### src/rtl/ic_bvslt_bvashr_enum.sv
// ---------------------------------------------------------------------------
// ic_bvslt_bvashr_enum
//
// Purpose:
//   Enumerates every W-bit value x, in ascending unsigned order, and offers
//   each one satisfying P(x) = (x >>a s) <s t on a valid/ready witness port.
//   The shift is arithmetic and saturates: any s >= W fills the result with
//   the sign bit. Accepted witnesses are counted. A one-cycle done pulse
//   closes each enumeration and reports whether any witness was accepted.
//
// Optional feature:
//   IC_BVSLT_FASTPATH_EN - when defined, the invertibility condition
//   IC = (MIN >>a s) <s t is evaluated on start, with MIN the most negative
//   W-bit value. If IC is false no x can satisfy P, so the scan is skipped
//   and DONE follows the start cycle directly. Witnesses, count and sat are
//   the same in both builds; only latency differs.
//
// Ports:
//   clk        in   single clock, rising edge
//   rst        in   synchronous, active-high reset
//   start      in   begin an enumeration (sampled in IDLE only)
//   s          in   [W-1:0] shift amount, unsigned, captured with start
//   t          in   [W-1:0] signed comparison bound, captured with start
//   busy       out  high whenever not IDLE
//   wit_valid  out  wit_x carries a witness
//   wit_ready  in   consumer accepts the witness
//   wit_x      out  [W-1:0] current candidate
//   done       out  one-cycle end-of-enumeration pulse
//   sat        out  at least one witness was accepted
//   count      out  [W:0] number of accepted witnesses
// ---------------------------------------------------------------------------
module ic_bvslt_bvashr_enum #(
  parameter int W = 4
) (
  input  logic         clk,
  input  logic         rst,
  input  logic         start,
  input  logic [W-1:0] s,
  input  logic [W-1:0] t,
  output logic         busy,
  output logic         wit_valid,
  input  logic         wit_ready,
  output logic [W-1:0] wit_x,
  output logic         done,
  output logic         sat,
  output logic [W:0]   count
);

  typedef enum logic [1:0] {
    IDLE = 2'd0,
    SCAN = 2'd1,
    DONE = 2'd2
  } state_e;

  // Largest shift that still has a distinct effect; anything above it
  // produces the same all-sign-bit result.
  localparam int           SH_MAX_I = W - 1;
  localparam logic [W-1:0] SH_MAX   = SH_MAX_I[W-1:0];
  localparam logic [W-1:0] X_LAST   = '1;
  localparam logic [W-1:0] X_ONE    = {{(W-1){1'b0}}, 1'b1};
  localparam logic [W:0]   CNT_ONE  = {{W{1'b0}}, 1'b1};
`ifdef IC_BVSLT_FASTPATH_EN
  localparam logic [W-1:0] X_MIN    = {1'b1, {(W-1){1'b0}}};
`endif

  state_e       state_q, state_d;
  logic [W-1:0] x_q, x_d;
  logic [W-1:0] s_q, s_d;
  logic [W-1:0] t_q, t_d;
  logic [W:0]   count_q, count_d;
  logic         sat_q, sat_d;
  logic         p_cur;
  logic         handshake;
  logic         advance;

  // Saturating arithmetic right shift followed by a signed compare.
  // Clamping the amount to W-1 keeps the shifter small and yields the
  // same sign-filled result as any larger shift.
  function automatic logic pred(input logic [W-1:0] xv,
                                input logic [W-1:0] sv,
                                input logic [W-1:0] tv);
    logic [W-1:0]        shamt;
    logic signed [W-1:0] shifted;
    shamt   = (sv > SH_MAX) ? SH_MAX : sv;
    shifted = $signed(xv) >>> shamt;
    return shifted < $signed(tv);
  endfunction

  assign p_cur     = pred(x_q, s_q, t_q);
  assign wit_valid = (state_q == SCAN) && p_cur;
  assign handshake = wit_valid && wit_ready;
  // A non-witness is skipped at once; a witness waits for the consumer.
  assign advance   = (state_q == SCAN) && (!p_cur || wit_ready);

  assign busy  = (state_q != IDLE);
  assign done  = (state_q == DONE);
  assign wit_x = x_q;
  assign sat   = sat_q;
  assign count = count_q;

  // Next-state and datapath. Every candidate is visited exactly once, so
  // count can never exceed 2^W and needs no wrap protection.
  always_comb begin
    state_d = state_q;
    x_d     = x_q;
    s_d     = s_q;
    t_d     = t_q;
    count_d = count_q;
    sat_d   = sat_q;

    case (state_q)
      IDLE: begin
        if (start) begin
          s_d     = s;
          t_d     = t;
          x_d     = '0;
          count_d = '0;
          sat_d   = 1'b0;
          state_d = SCAN;
`ifdef IC_BVSLT_FASTPATH_EN
          // MIN >>a s is the smallest value the shift can produce; if even
          // that is not below t, the scan cannot find a witness.
          if (!pred(X_MIN, s, t)) begin
            state_d = DONE;
          end
`endif
        end
      end

      SCAN: begin
        if (handshake) begin
          count_d = count_q + CNT_ONE;
        end
        if (advance) begin
          if (x_q == X_LAST) begin
            // x stays at the last candidate rather than wrapping to 0.
            state_d = DONE;
            sat_d   = (count_d != '0);
          end else begin
            x_d = x_q + X_ONE;
          end
        end
      end

      DONE: begin
        state_d = IDLE;
      end

      default: begin
        state_d = IDLE;
      end
    endcase
  end

  // Reset wins over everything, including a handshake on the same edge, so
  // a witness pending at reset is dropped without being counted.
  always_ff @(posedge clk) begin
    if (rst) begin
      state_q <= IDLE;
      x_q     <= '0;
      s_q     <= '0;
      t_q     <= '0;
      count_q <= '0;
      sat_q   <= 1'b0;
    end else begin
      state_q <= state_d;
      x_q     <= x_d;
      s_q     <= s_d;
      t_q     <= t_d;
      count_q <= count_d;
      sat_q   <= sat_d;
    end
  end

endmodule

### config.mk
export PLATFORM = sky130hd
export DESIGN_NAME = ic_bvslt_bvashr_enum
export DESIGN_NICKNAME = d
export VERILOG_FILES = /design/src/rtl/ic_bvslt_bvashr_enum.sv
export SDC_FILE = /design/constraint.sdc
export NUM_CORES = 1
export LEC_CHECK = 0
export ABC_AREA = 1
export ABC_CLOCK_PERIOD_IN_PS = 2300
export BUFFER_PORTS_ARGS = -buffer_cell sky130_fd_sc_hd__buf_4
export CORE_ASPECT_RATIO = 0.8
export CORE_MARGIN = 8
export CORE_UTILIZATION = 48
export DETAILED_ROUTE_END_ITERATION = 8
export GPL_ROUTABILITY_DRIVEN = 0
export HOLD_SLACK_MARGIN = 0.12
export PLACE_DENSITY = 0.81
export SYNTH_ARGS = -nofsm -noshare
export SYNTH_HDL_FRONTEND = slang
export SYNTH_SLANG_ARGS = --single-unit
### constraint.sdc
create_clock -name clk -period 2.3 [get_ports clk]
set_clock_uncertainty 0.2 [all_clocks]
set_input_delay 0.46 -clock clk [delete_from_list [all_inputs] [get_ports clk]]
set_output_delay 0.46 -clock clk [all_outputs]
set_load 0.005 [all_outputs]
# [Word-level counts from Yosys, hierarchy flattened]
# Cells that the tools add are included.
[op_classes] addsub=2 magnitude_cmp=2 n_eq_ne=7 shift=1 mux=17 n_reduce_logical=14
[op_table] op="$mux 4" n=4
[op_table] op="$mux 5" n=3
[op_table] op="$pmux 5 s2" n=1
[op_table] op="$pmux 4 s2" n=1
[op_table] op="$reduce_and 4->1" n=2
[op_table] op="$mux 2" n=3
[op_table] op="$ne 2x2->1 const B" n=3
[op_table] op="$add 5x1->5 const B" n=1
[op_table] op="$reduce_bool 5->1" n=1
[op_table] op="$add 4x1->4 const B" n=1
[op_table] op="$eq 4x4->1 const B" n=1
[op_table] op="$gt 4x2->1 const B" n=1
[op_table] op="$lt 4x4->1" n=1
[op_table] op="$pmux 2 s2" n=1
[op_table] op="$reduce_and 2->1" n=2
[op_table] op="$reduce_bool 2->1" n=2
[op_table] op="$sshr 4x4->4" n=1
[op_table] op="$logic_and 1x1->1" n=3
[op_table] op="$mux 1" n=3
[op_table] op="$reduce_and 3->1" n=1
[op_table] op="$eq 2x1->1 const B" n=1
[op_table] op="$eq 2x2->1 const B" n=1
[op_table] op="$logic_not 2->1" n=1
[op_table] op="$ne 2x1->1 const B" n=1
[op_table] op="3 further kinds" n=3
[word_totals] ff_bits=20 inputBits=12 wordCells=49

# [Logic depth before layout (Yosys ltp)]
# Gate-level depths: netlist of run 1.
[depth] ltp_word=12 ltp_mapped=18 depth_no_buf=18

# [Least setup slack after synthesis of run 1]
# OpenSTA, ideal clock, no wires.
[synth_timing] kind="register to register" start="reg s_q[3]" end="reg sat_q (netlist: sat)" arrival_ns=1.912 required_time_ns=1.969 path_slack_ns=0.057 path_stages_with_launch=18 n_path_buf=0 period_less_slack_ns=2.243 path_cell_list="dfxtp_1 -> nor2_4 -> nand2_2 -> inv_1 -> nor2_1 -> or2_2 -> inv_1 -> ha_1 -> nand2_1 -> nand2_2 -> nand2_2 -> nand3_4 -> nand2_1 -> nand2_1 -> nor2_1 -> nand3_1 -> nand2_1 -> a21oi_2"
[synth_between] elab_chain_len=12 elab_cells_between_ends=17 classes_between="2 x order compare; 1 x eq/ne; 1 x shift; 6 x mux; 7 x reduce/logical"
[synth_lines] element="start, declared" line="68" source="logic [W-1:0] s_q, s_d;"
[synth_lines] element="start signal, assigned" line="161" source="s_q <= '0;"
[synth_lines] element="start signal, assigned" line="168" source="s_q <= s_d;"
[synth_lines] element="$gt 4x2->1" line="84" source="shamt = (sv > SH_MAX) ? SH_MAX : sv;"
[synth_lines] element="$mux 4 *" line="84"
[synth_lines] element="$sshr 4x4->4 *" line="85" source="shifted = $signed(xv) >>> shamt;"
[synth_lines] element="$lt 4x4->1 *" line="86" source="return shifted < $signed(tv);"
[synth_lines] element="$logic_and 1x1->1" line="90" source="assign wit_valid = (state_q == SCAN) && p_cur;"
[synth_lines] element="$logic_and 1x1->1" line="91" source="assign handshake = wit_valid && wit_ready;"
[synth_lines] element="$mux 5" line="131" source="if (handshake) begin"
[synth_lines] element="$mux 5" line="111" source="case (state_q)"
[synth_lines] element="$reduce_bool 5->1" line="138" source="sat_d = (count_d != '0);"
[synth_lines] element="$mux 1" line="135" source="if (x_q == X_LAST) begin"
[synth_lines] element="$mux 1" line="134" source="if (advance) begin"
[synth_lines] element="$pmux 1 s2" line="111"
[synth_lines] element="end signal, assigned" line="171" source="sat_q <= sat_d;"
[synth_lines] element="end, declared" line="71" source="logic sat_q, sat_d;"
# Mark *: on every way between the ends. The rest lies on a longest branch, timed or not. The select of a mux whose other input is x is not followed.
# A chain may end at the register's enable or synchronous reset.

# [Final worst setup path of run 1]
[layout_timing] start="reg s_q[3]" end="out wit_valid"
[layout_between] elab_chain_len=5
[layout_lines] element="$gt 4x2->1" line="84"
[layout_lines] element="$mux 4 *" line="84"
[layout_lines] element="$sshr 4x4->4 *" line="85"
[layout_lines] element="$lt 4x4->1 *" line="86"
[layout_lines] element="$logic_and 1x1->1 *" line="90"
[layout_lines] element="end, declared" line="41" source="output logic wit_valid,"
# Mark *: on every way between the ends. The rest lies on a longest branch, timed or not.

==> metrics.md, run 1 <==
| Metric | Value |
|---|---|
| Outcome | complete, but fails checks |
| Failing checks | negative setup slack |
| Post-route worst setup slack | -0.317 ns |
| Hold buffers post-CTS | 0 |
| Filler cells | 197 |
| Vert. Die Dim | 60.5 um |
| Overall routing resource usage | 15.4% |
| Hold Violations, Final | 0 |
| Synth Cell Area | 0.00119 mm2 |
| Root buf cell | clkbuf_4 |
| Area of the multi-input gates | 729 um2 |
| Row cnt | 16 |
| WL/cell | 13.7 um |
| Max-cap viol count | 0 |
| Fraction of registers with async set/reset | 0% |
| Setup crit end kind | output pin |
| Register Area | 403 um2 |
| Hold WS | 0.167 ns |
| Crit-path max FO | 4 |
| Worst hold path class | in -> reg |
| Final period utilization | 114% |
| Initial antenna violation count | 0 |
| Core area | 0.00240 mm2 |
| Starting Density | 49.5% |
| Clk sinks | 20 |
| Min-delay src | s[3] |
| Leading area contributor after synthesis | dfxtp_1 |
| Vias | 1243 |
| Clk_lat worst skew | 0.30 ns |
| Crit path DAT | 1.96 ns |
| Worst r2r path cells | 18 |
| Die Footprint | 0.00433 mm2 |
| Delay-heaviest family, CP | simple AND/OR/NAND/NOR gates |
| Slowest cell on crit path | dfxtp_2 |
| CTS buffer count | 3 |
| Worst-path cell chain | nor2_4 -> nand2_2 -> nand2_2 -> a21oi_2 -> or2_4 -> inv_2 -> ha_4 -> nand2_2 -> nand2_2 -> a21oi_4 -> buf_6 |
| EDFF count, synth | 0 |
| Yosys warnings | 0 |
| Largest net degree at the start of global routing | 16 |
| Routed WL | 3230 um |
| Lkg Pwr | 0.755 nW |
| Sequential share of the synthesized area | 33.7% |
| Worst VDD drop | 0.519 mV |
| Clock transition at path regs | 0.13 ns |
| Register bit total from synthesis | 20 |
| Commonest register cell after synthesis | dfxtp_1 |
| Final ANT Viol Nets | 0 |
| Top post-synthesis cells by count | 38 x nand2_1, 25 x inv_1, 20 x dfxtp_1, 20 x nor2_1, 15 x a21oi_1 |
| IO Pins | 25 |
| CTS H-tree depth | 1 |
| Max incr delay on CP | 0.35 ns |
| Vias/cell | 5.27 |
| PortBufs | 24 |
| Achievable Freq | 382 MHz |
| Hold worst-path end | s_q[3] |
| Die X | 71.6 um |
| Most frequent cell after synthesis | nand2_1 |
| Syn Area/Cell | 6.75 um2 |
| Antenna cell count | 0 |
| Cell area power density | 641 mW/mm2 |
| Slew @ Worst Pin | 0.450 ns |
| Syn-to-layout area delta | 31.1% |
| Post-synthesis cell count | 176 |
| Setup violators final | 9 |
| WHS Path Cells | 3 |
| Final nets | 227 |
| Area contributors post-synth | dfxtp_1 34%, nand2_1 12%, inv_1 7.9%, a21oi_1 6.3%, nor2_1 6.3% |
| Number of global-route vias before repair | 1180 |
| Most frequent CP cell | nand2_2 |
| Hpwl dp | 2370 um |
| Buf/Inv on CP | 2 |
| Layout cell share with drive strength beyond 1 | 31.1% |
| Pwr Total | 0.000999 W |
| CTS tree | done |
| CTS max path bufs | 2 |
| Reg2reg start | s_q[3] |
| Period minus WS final | 2.62 ns |
| R2r setup slk | -0.20 ns |
| Share of the synthesized area in the top cell type | 33.7% |
| First-pass GRT wire length | 5330 um |
| Crit path kind | reg -> out |
| # DRC | 0 |
| Reg2reg end | sat |
| Remaining global-route overflow | 0 |
| Critical Path RT | 1.64 ns |
| Cell variety after synth | 25 |
| Element type at the critical path start | register |
| Mapped Nets | 193 |
| RSZ-0062 raised after global routing | yes |
| DR pass1 iterations | 7 |
| Slew Viols, Final | 0 |
| Starting DRT DRC Count | 70 |
| Final std cells w/o fill | 236 |
| Worst slew margin | 70.0% |
| Dpl cells | 229 |
## logic make-up (layout without fill, tap and decap cells)
family	after synthesis	count (layout)	synth area share, %
simple gates	88	88	34.6
buf+inv	31	64	10.2
xor+xnor	3	3	2.21
compound gates	29	29	14.0
fa+ha+maj	5	5	5.26
flops	20	20	33.7
## state kept, by name, summed over array words and instances, names as in the netlist
name / count
t_q: 4
count: 5
wit_x: 4
state_q: 2
sat: 1
s_q: 4
## worst max path at each step
stage | start | endpoint | slack [ns] | cells past startpoint
2_1_floorplan | s_q[3] | sat | 0.06 | 17
3_3_place_gp | s_q[3] | sat | 0.009 | 17
3_5_place_dp | s_q[3] | sat | -0.15 | 17
4_1_cts | s_q[2] | wit_valid | -0.30 | 11
5_1_grt | s_q[3] | wit_valid | -0.37 | 12
6_report | s_q[3] | wit_valid | -0.32 | 11
## layout make-up
cell class                      count  area share, %
Inverter                           27           6.67
Multi-Input combinational cell    125           46.8
Sequential cell                    20           25.9
Clock buffer                        4           2.33
Tap cell                           27           2.17
Timing Repair Buffer               33           16.1
## layout by cell type, fill, tap and decap left out, drive strengths merged
master | synthesis | final
nand2 | 44 | 44
buf | 2 | 33
inv | 26 | 26
nor2 | 22 | 22
dfxtp | 20 | 20
a21oi | 17 | 17
nand3 | 15 | 15
o21ai | 11 | 11
ha | 5 | 5
nand4 | 4 | 4
clkbuf | 2 | 4
xor2 | 3 | 3
nor3 | 2 | 2
or2 | 1 | 1
o21bai | 1 | 1
clkinv | 1 | 1
## layer usage
layer | track usage [%] | up-vias | routed length [um]
li1 | - | 625 | -
met1 | 17.3 | 575 | 1340
met2 | 29.1 | 39 | 1690
met3 | 2.81 | 4 | 151
met4 | 4.35 | 0 | 48
met5 | 0 | - | 0
## where the power goes
part | total (W) | leakage [nW] | switching [W] | internal, W
sequential | 0.000386 | 0.164 | 0.0000147 | 0.000371
clock | 0.000212 | 0.0210 | 0.000116 | 0.0000965
combinational | 0.000401 | 0.570 | 0.000235 | 0.000166
## repair_timing
item / in CTS / in global routing
resized for setup: 18 / 2
buffers inserted: 3 / 0
pin swaps: 7 / 5
setup endpoints to repair: 7 / 12
## stage by stage
step	worst slack (ns)	area, um2	TNS (ns)	util [%]
after floorplan	0.0570	1190	0	-
after global placement	0.00916	1430	0	59.5
after detailed placement	-0.145	1430	-0.432	59.5
after CTS	-0.305	1550	-0.663	64.4
after global routing	-0.371	1560	-1.99	64.8
final	-0.317	1560	-0.935	64.8
## worst min-delay path: cells and delay by family
kind | cells | cell delay (ns)
and+or+nand+nor | 2 | 0.11
buffers and inverters | 1 | 0.08
(Power assumes the default switching activity.)
==> run 2, diff against run 1 <==
CORE_ASPECT_RATIO = not set   (was 0.8)
==> metrics.md, run 2 (synthesis results as in run 1) <==
| Metric | Value |
|---|---|
| Lkg Pwr | 0.786 nW (+4.1%) |
| Element type at the critical path start | register |
| IO Pins | 25 (unchanged) |
| Starting Density | 49.3% (-0.15 points) |
| Clock transition at path regs | 0.12 ns (about the same) |
| DP Worst Slack | -0.0593 ns (+0.0859 ns) |
| R2r setup slk | -0.23 ns (-0.03 ns) |
| Vert. Die Dim | 65.8 um (+8.7%) |
| Worst VDD drop | 0.419 mV (-19%) |
| Worst slew margin | 71.1% (+1.1 points) |
| Routed WL | 3310 um (+2.5%) |
| Cell area power density | 627 mW/mm2 (-2.2%) |
| Hold worst-path end | t_q[0] |
| Row cnt | 18 (+2) |
| Starting DRT DRC Count | 68 (-2.9%) |
| Vias/cell | 5.14 (-2.4%) |
| Setup TNS | -1.68 ns (-0.747 ns) |
| Die Footprint | 0.00432 mm2 (-0.24%) |
| Worst hold path class | in -> reg |
| WHS Path Cells | 3 (unchanged) |
| Final period utilization | 115% (+1.3 points) |
| Max-cap viol count | 0 (unchanged) |
| Core Util, Final | 68.2% (+3.4 points) |
| Pwr Total | 0.00103 W (+3.2%) |
| Slew @ Worst Pin | 0.434 ns (-0.0165 ns) |
| Critical Path RT | 1.64 ns (about the same) |
| CTS buffer count | 3 (unchanged) |
| P_sw | 0.000371 W (+1.5%) |
| Antenna cell count | 0 (unchanged) |
| Setup violators final | 12 (+3) |
| Hold Violations, Final | 0 (unchanged) |
| Commonest non-fill, non-tap cell in the layout | buf_4 |
| Hpwl dp | 2190 um (-7.5%) |
| Commonest cells after routing, fill and taps aside | 33 x buf_4, 29 x nand2_1, 23 x inv_1 |
| Finished Cell Area | 0.00164 mm2 (+5.5%) |
| Remaining global-route overflow | 0 (unchanged) |
| Outcome | complete, but fails checks |
| DR pass1 iterations | 4 (-3) |
| Max FFs per register | 5 (unchanged) |
| Layout cell share with drive strength beyond 1 | 37.9% (+6.7 points) |
| Setup crit end kind | output pin |
| Min-delay src | t[0] |
| Root buf cell | clkbuf_4 |
| CTS H-tree depth | 1 (unchanged) |
| Period minus WS final | 2.65 ns (+0.0308 ns) |
| Hold buffers post-CTS | 0 (unchanged) |
| Vias | 1254 (+0.88%) |
| Reg2reg end | sat |
| First-pass GRT wire length | 5090 um (-4.7%) |
| Crit-path max FO | 4 (unchanged) |
| Syn-to-layout area delta | 38.3% |
| Switching Fraction | 35.9% (-0.62 points) |
| Failing checks | negative setup slack |
| RSZ-0062 raised after global routing | yes |
| # DRC | 0 (unchanged) |
| Overall routing resource usage | 14.3% (-1.1 points) |
| Number of global-route vias before repair | 1216 (+3.1%) |
| Slew Viols, Final | 0 (unchanged) |
| Crit path DAT | 1.99 ns (+0.03 ns) |
| Comb power frac | 42.0% (+1.9 points) |
| CTS tree | done |
| Die X | 65.8 um (-8.2%) |
| Initial antenna violation count | 0 (unchanged) |
| Worst r2r path cells | 18 (unchanged) |
| Crit path kind | reg -> out |
| Register share of total power | 37.5% (-1.1 points) |
| CTS max path bufs | 2 (unchanged) |
| WL/cell | 13.6 um (-0.85%) |
| Core area | 0.00241 mm2 (+0.31%) |
| Largest net degree at the start of global routing | 16 (unchanged) |
| Post-place instance area | 0.00146 mm2 (+1.8%) |
| Final nets | 232 (+2.2%) |
| Clk sinks | 20 (unchanged) |
| PortBufs | 24 (unchanged) |
| Clock power frac | 20.5% (-0.7 points) |
| Achievable Freq | 378 MHz (-1.2%) |
| Clk_lat worst skew | 0.31 ns (about the same) |
| Reg2reg start | s_q[3] |
| Post-route worst setup slack | -0.348 ns (-0.0308 ns) |
| Final ANT Viol Nets | 0 (unchanged) |
| Internal cell power | 0.000660 W (+4.2%) |
[run 2: power groups by stage]
stage,clock network (W),logic [W],registers (W)
2_1_floorplan,0,0.000221,0.000390
3_3_place_gp,0,0.000318,0.000391
5_1_grt,0.000236,0.000481,0.000390
4_1_cts,0.000213,0.000372,0.000386
6_report,0.000211,0.000433,0.000387
3_5_place_dp,0,0.000330,0.000393
[run 2: per-layer routing]
layer	vias up	share of wire, %	global-route usage (%)
li1	640	-	-
met1	577	42	16.7
met2	29	52	24.1
met3	8	4.0	2.89
met4	0	2.0	6.81
met5	-	0	0
[run 2: worst max path at each step]
stage,endpoint,slack (ns),start,cells after the start
3_3_place_gp,wit_valid,0.02,s_q[3],11
6_report,wit_valid,-0.35,s_q[3],11
4_1_cts,wit_valid,-0.31,s_q[2],11
5_1_grt,wit_valid,-0.49,s_q[3],11
2_1_floorplan,sat,0.06,s_q[3],17
3_5_place_dp,sat,-0.06,s_q[3],17
[run 2: final cells by class]
class	instances	area, um2
flip-flops and latches	20	403
repair buffers	38	304
clock buffers	4	36.3
well taps	30	37.5
multi-input cells	125	759
fillers	176	766
inverters	27	104
[run 2: repair_timing]
action                     4_1_cts  5_1_grt
resized for setup               11       25
pin swaps                        7       12
setup endpoints to repair        5       13
setup buffers                    3        2
[run 2: critical path, stage by stage (launching register included)]
cell	delay, ns
dfxtp_2	0.36
nor2_4	0.16
nand2_2	0.08
o21ai_1	0.18
a21oi_2	0.07
ha_1	0.27
nand2_1	0.07
nand2_1	0.05
nand2_1	0.07
nand2_2	0.08
a21oi_4	0.17
buf_6	0.12
[run 2: metrics by stage]
| step | instances | hold slack (ns) |
|---|---|---|
| after global placement | 235 | 0.252 |
| after CTS | 242 | 0.164 |
| after global routing | 244 | 0.159 |
| after floorplan | 176 | 0.233 |
| final | 244 | 0.161 |
| after detailed placement | 235 | 0.257 |
==> run 3, diff against run 2 <==
ABC_CLOCK_PERIOD_IN_PS = 2450   (was 2300)
PLACE_DENSITY = 0.79   (was 0.81)
clock period = 2.45 ns   (was 2.3 ns; I/O delays follow)
==> metrics.md, run 3 (synthesis results as in run 1) <==
| Metric | Value |
|---|---|
| Syn-to-layout area delta | 41.4% |
| Core area | 0.00241 mm2 (unchanged) |
| Routed WL | 3470 um (+5.0%) |
| Slew Viols, Final | 0 (unchanged) |
| Crit-path max FO | 4 (unchanged) |
| Clock transition at path regs | 0.12 ns (about the same) |
| Initial antenna violation count | 0 (unchanged) |
| Min-delay src | s[3] |
| Hold Violations, Final | 0 (unchanged) |
| Max-cap viol count | 0 (unchanged) |
| Outcome | complete, but fails checks |
| Final nets | 233 (+0.43%) |
| Number of global-route vias before repair | 1225 (+0.74%) |
| DR pass1 iterations | 4 (unchanged) |
| Clk_lat worst skew | 0.31 ns (about the same) |
| CTS max path bufs | 2 (unchanged) |
| WL/cell | 14.2 um (+4.5%) |
| Reg2reg start | s_q[3] |
| Element type at the critical path start | register |
| Clk sinks | 20 (unchanged) |
| Largest net degree at the start of global routing | 16 (unchanged) |
| Setup TNS | -0.896 ns (+0.786 ns) |
| Max FFs per register | 5 (unchanged) |
| Crit path DAT | 2.04 ns (+0.05 ns) |
| Final ANT Viol Nets | 0 (unchanged) |
| Vias/cell | 5.28 (+2.7%) |
| Commonest non-fill, non-tap cell in the layout | buf_4 |
| Starting DRT DRC Count | 74 (+8.8%) |
| Final period utilization | 111% |
| Crit path kind | reg -> out |
| Vert. Die Dim | 65.8 um (unchanged) |
| RSZ-0062 raised after global routing | yes |
| Row cnt | 18 (unchanged) |
| Setup violators final | 10 (-2) |
| Worst slew margin | 73.8% (+2.7 points) |
| Achievable Freq | 366 MHz |
| CTS buffer count | 3 (unchanged) |
| Slew @ Worst Pin | 0.393 ns (-0.0408 ns) |
| # DRC | 0 (unchanged) |
| Core Util, Final | 69.7% (+1.5 points) |
| Starting Density | 49.3% (unchanged) |
| Worst VDD drop | 0.429 mV (+2.3%) |
| Overall routing resource usage | 14.4% (+0.14 points) |
| Die Footprint | 0.00432 mm2 (unchanged) |
| Failing checks | negative setup slack |
| Worst Setup SP | s_q[3] |
| R2r setup slk | -0.20 ns (+0.03 ns) |
| Vias | 1293 (+3.1%) |
| Finished Cell Area | 0.00168 mm2 (+2.2%) |
| Root buf cell | clkbuf_4 |
| Post-place instance area | 0.00141 mm2 (-3.1%) |
| Hpwl dp | 2230 um (+1.9%) |
| IO Pins | 25 (unchanged) |
| Worst hold path class | in -> reg |
| Post-route worst setup slack | -0.280 ns (+0.0676 ns) |
| Period minus WS final | 2.73 ns |
| Die X | 65.8 um (unchanged) |
| PortBufs | 24 (unchanged) |
| Cell area power density | 604 mW/mm2 (-3.7%) |
| First-pass GRT wire length | 5060 um (-0.55%) |
| Lkg Pwr | 0.800 nW (+1.7%) |
| Remaining global-route overflow | 0 (unchanged) |
| Setup crit end kind | output pin |
| Antenna cell count | 0 (unchanged) |
| Critical Path RT | 1.76 ns (+0.12 ns) |
| Pwr Total | 0.00101 W (-1.6%) |
| Hold WS | 0.188 ns (+0.0276 ns) |
| CTS tree | done |
| Commonest cells after routing, fill and taps aside | 35 x buf_4, 27 x nand2_1, 23 x inv_1 |
| CTS H-tree depth | 1 (unchanged) |
| Layout cell share with drive strength beyond 1 | 41.9% (+4.0 points) |
-- run 3: what timing repair did --
item	in CTS	in global routing
resized for setup	11	33
setup buffers	4	8
endpoints found under the setup margin	1	12
hold buffers	0	0
pin swaps	5	15
gates cloned	0	0
-- run 3: worst max-delay path: stages (launching register included) --
cell and delay, ns:
dfxtp_2 0.35, nor2_4 0.18, nand2_4 0.10, nand2_2 0.10, o21ai_4 0.07, a21oi_2 0.13, ha_1 0.23, nand2_1 0.07
nand2_1 0.06, nand2_2 0.06, nand2_2 0.07, a21oi_4 0.17, buf_6 0.12
-- run 3: worst paths after layout --
check               to  cells past startpoint
max          wit_valid                     12
min             s_q[3]                      3
max reg2reg        sat                     20
min reg2reg     t_q[1]                      2
-- run 3: metal layers --
layer	global-route usage, %	up-vias	routed length (um)
met5	0	-	0
met4	6.27	0	79
met3	3.23	11	154
met2	27.3	39	1910
met1	14.5	605	1330
li1	-	638	-
-- run 3: area by class of cell --
type | count | area (um2)
Tap cell | 30 | 37.5
Sequential cell | 20 | 404
Fill cell | 194 | 729
Inverter | 27 | 104
Multi-Input combinational cell | 125 | 791
Timing Repair Buffer | 39 | 308
Clock buffer | 4 | 36.3
-- run 3: where the power goes --
| group | total (W) | internal, W | switching (W) | leakage, nW |
|---|---|---|---|---|
| registers | 0.000363 | 0.000349 | 0.0000142 | 0.165 |
| clock network | 0.000204 | 0.0000909 | 0.000113 | 0.0210 |
| logic | 0.000448 | 0.000201 | 0.000247 | 0.614 |
-- run 3: through the flow --
step	worst slack, ns	cells
after floorplan	0.207	176
after global placement	0.142	229
after detailed placement	0.0347	229
after CTS	-0.202	237
after global routing	-0.374	245
final	-0.280	245
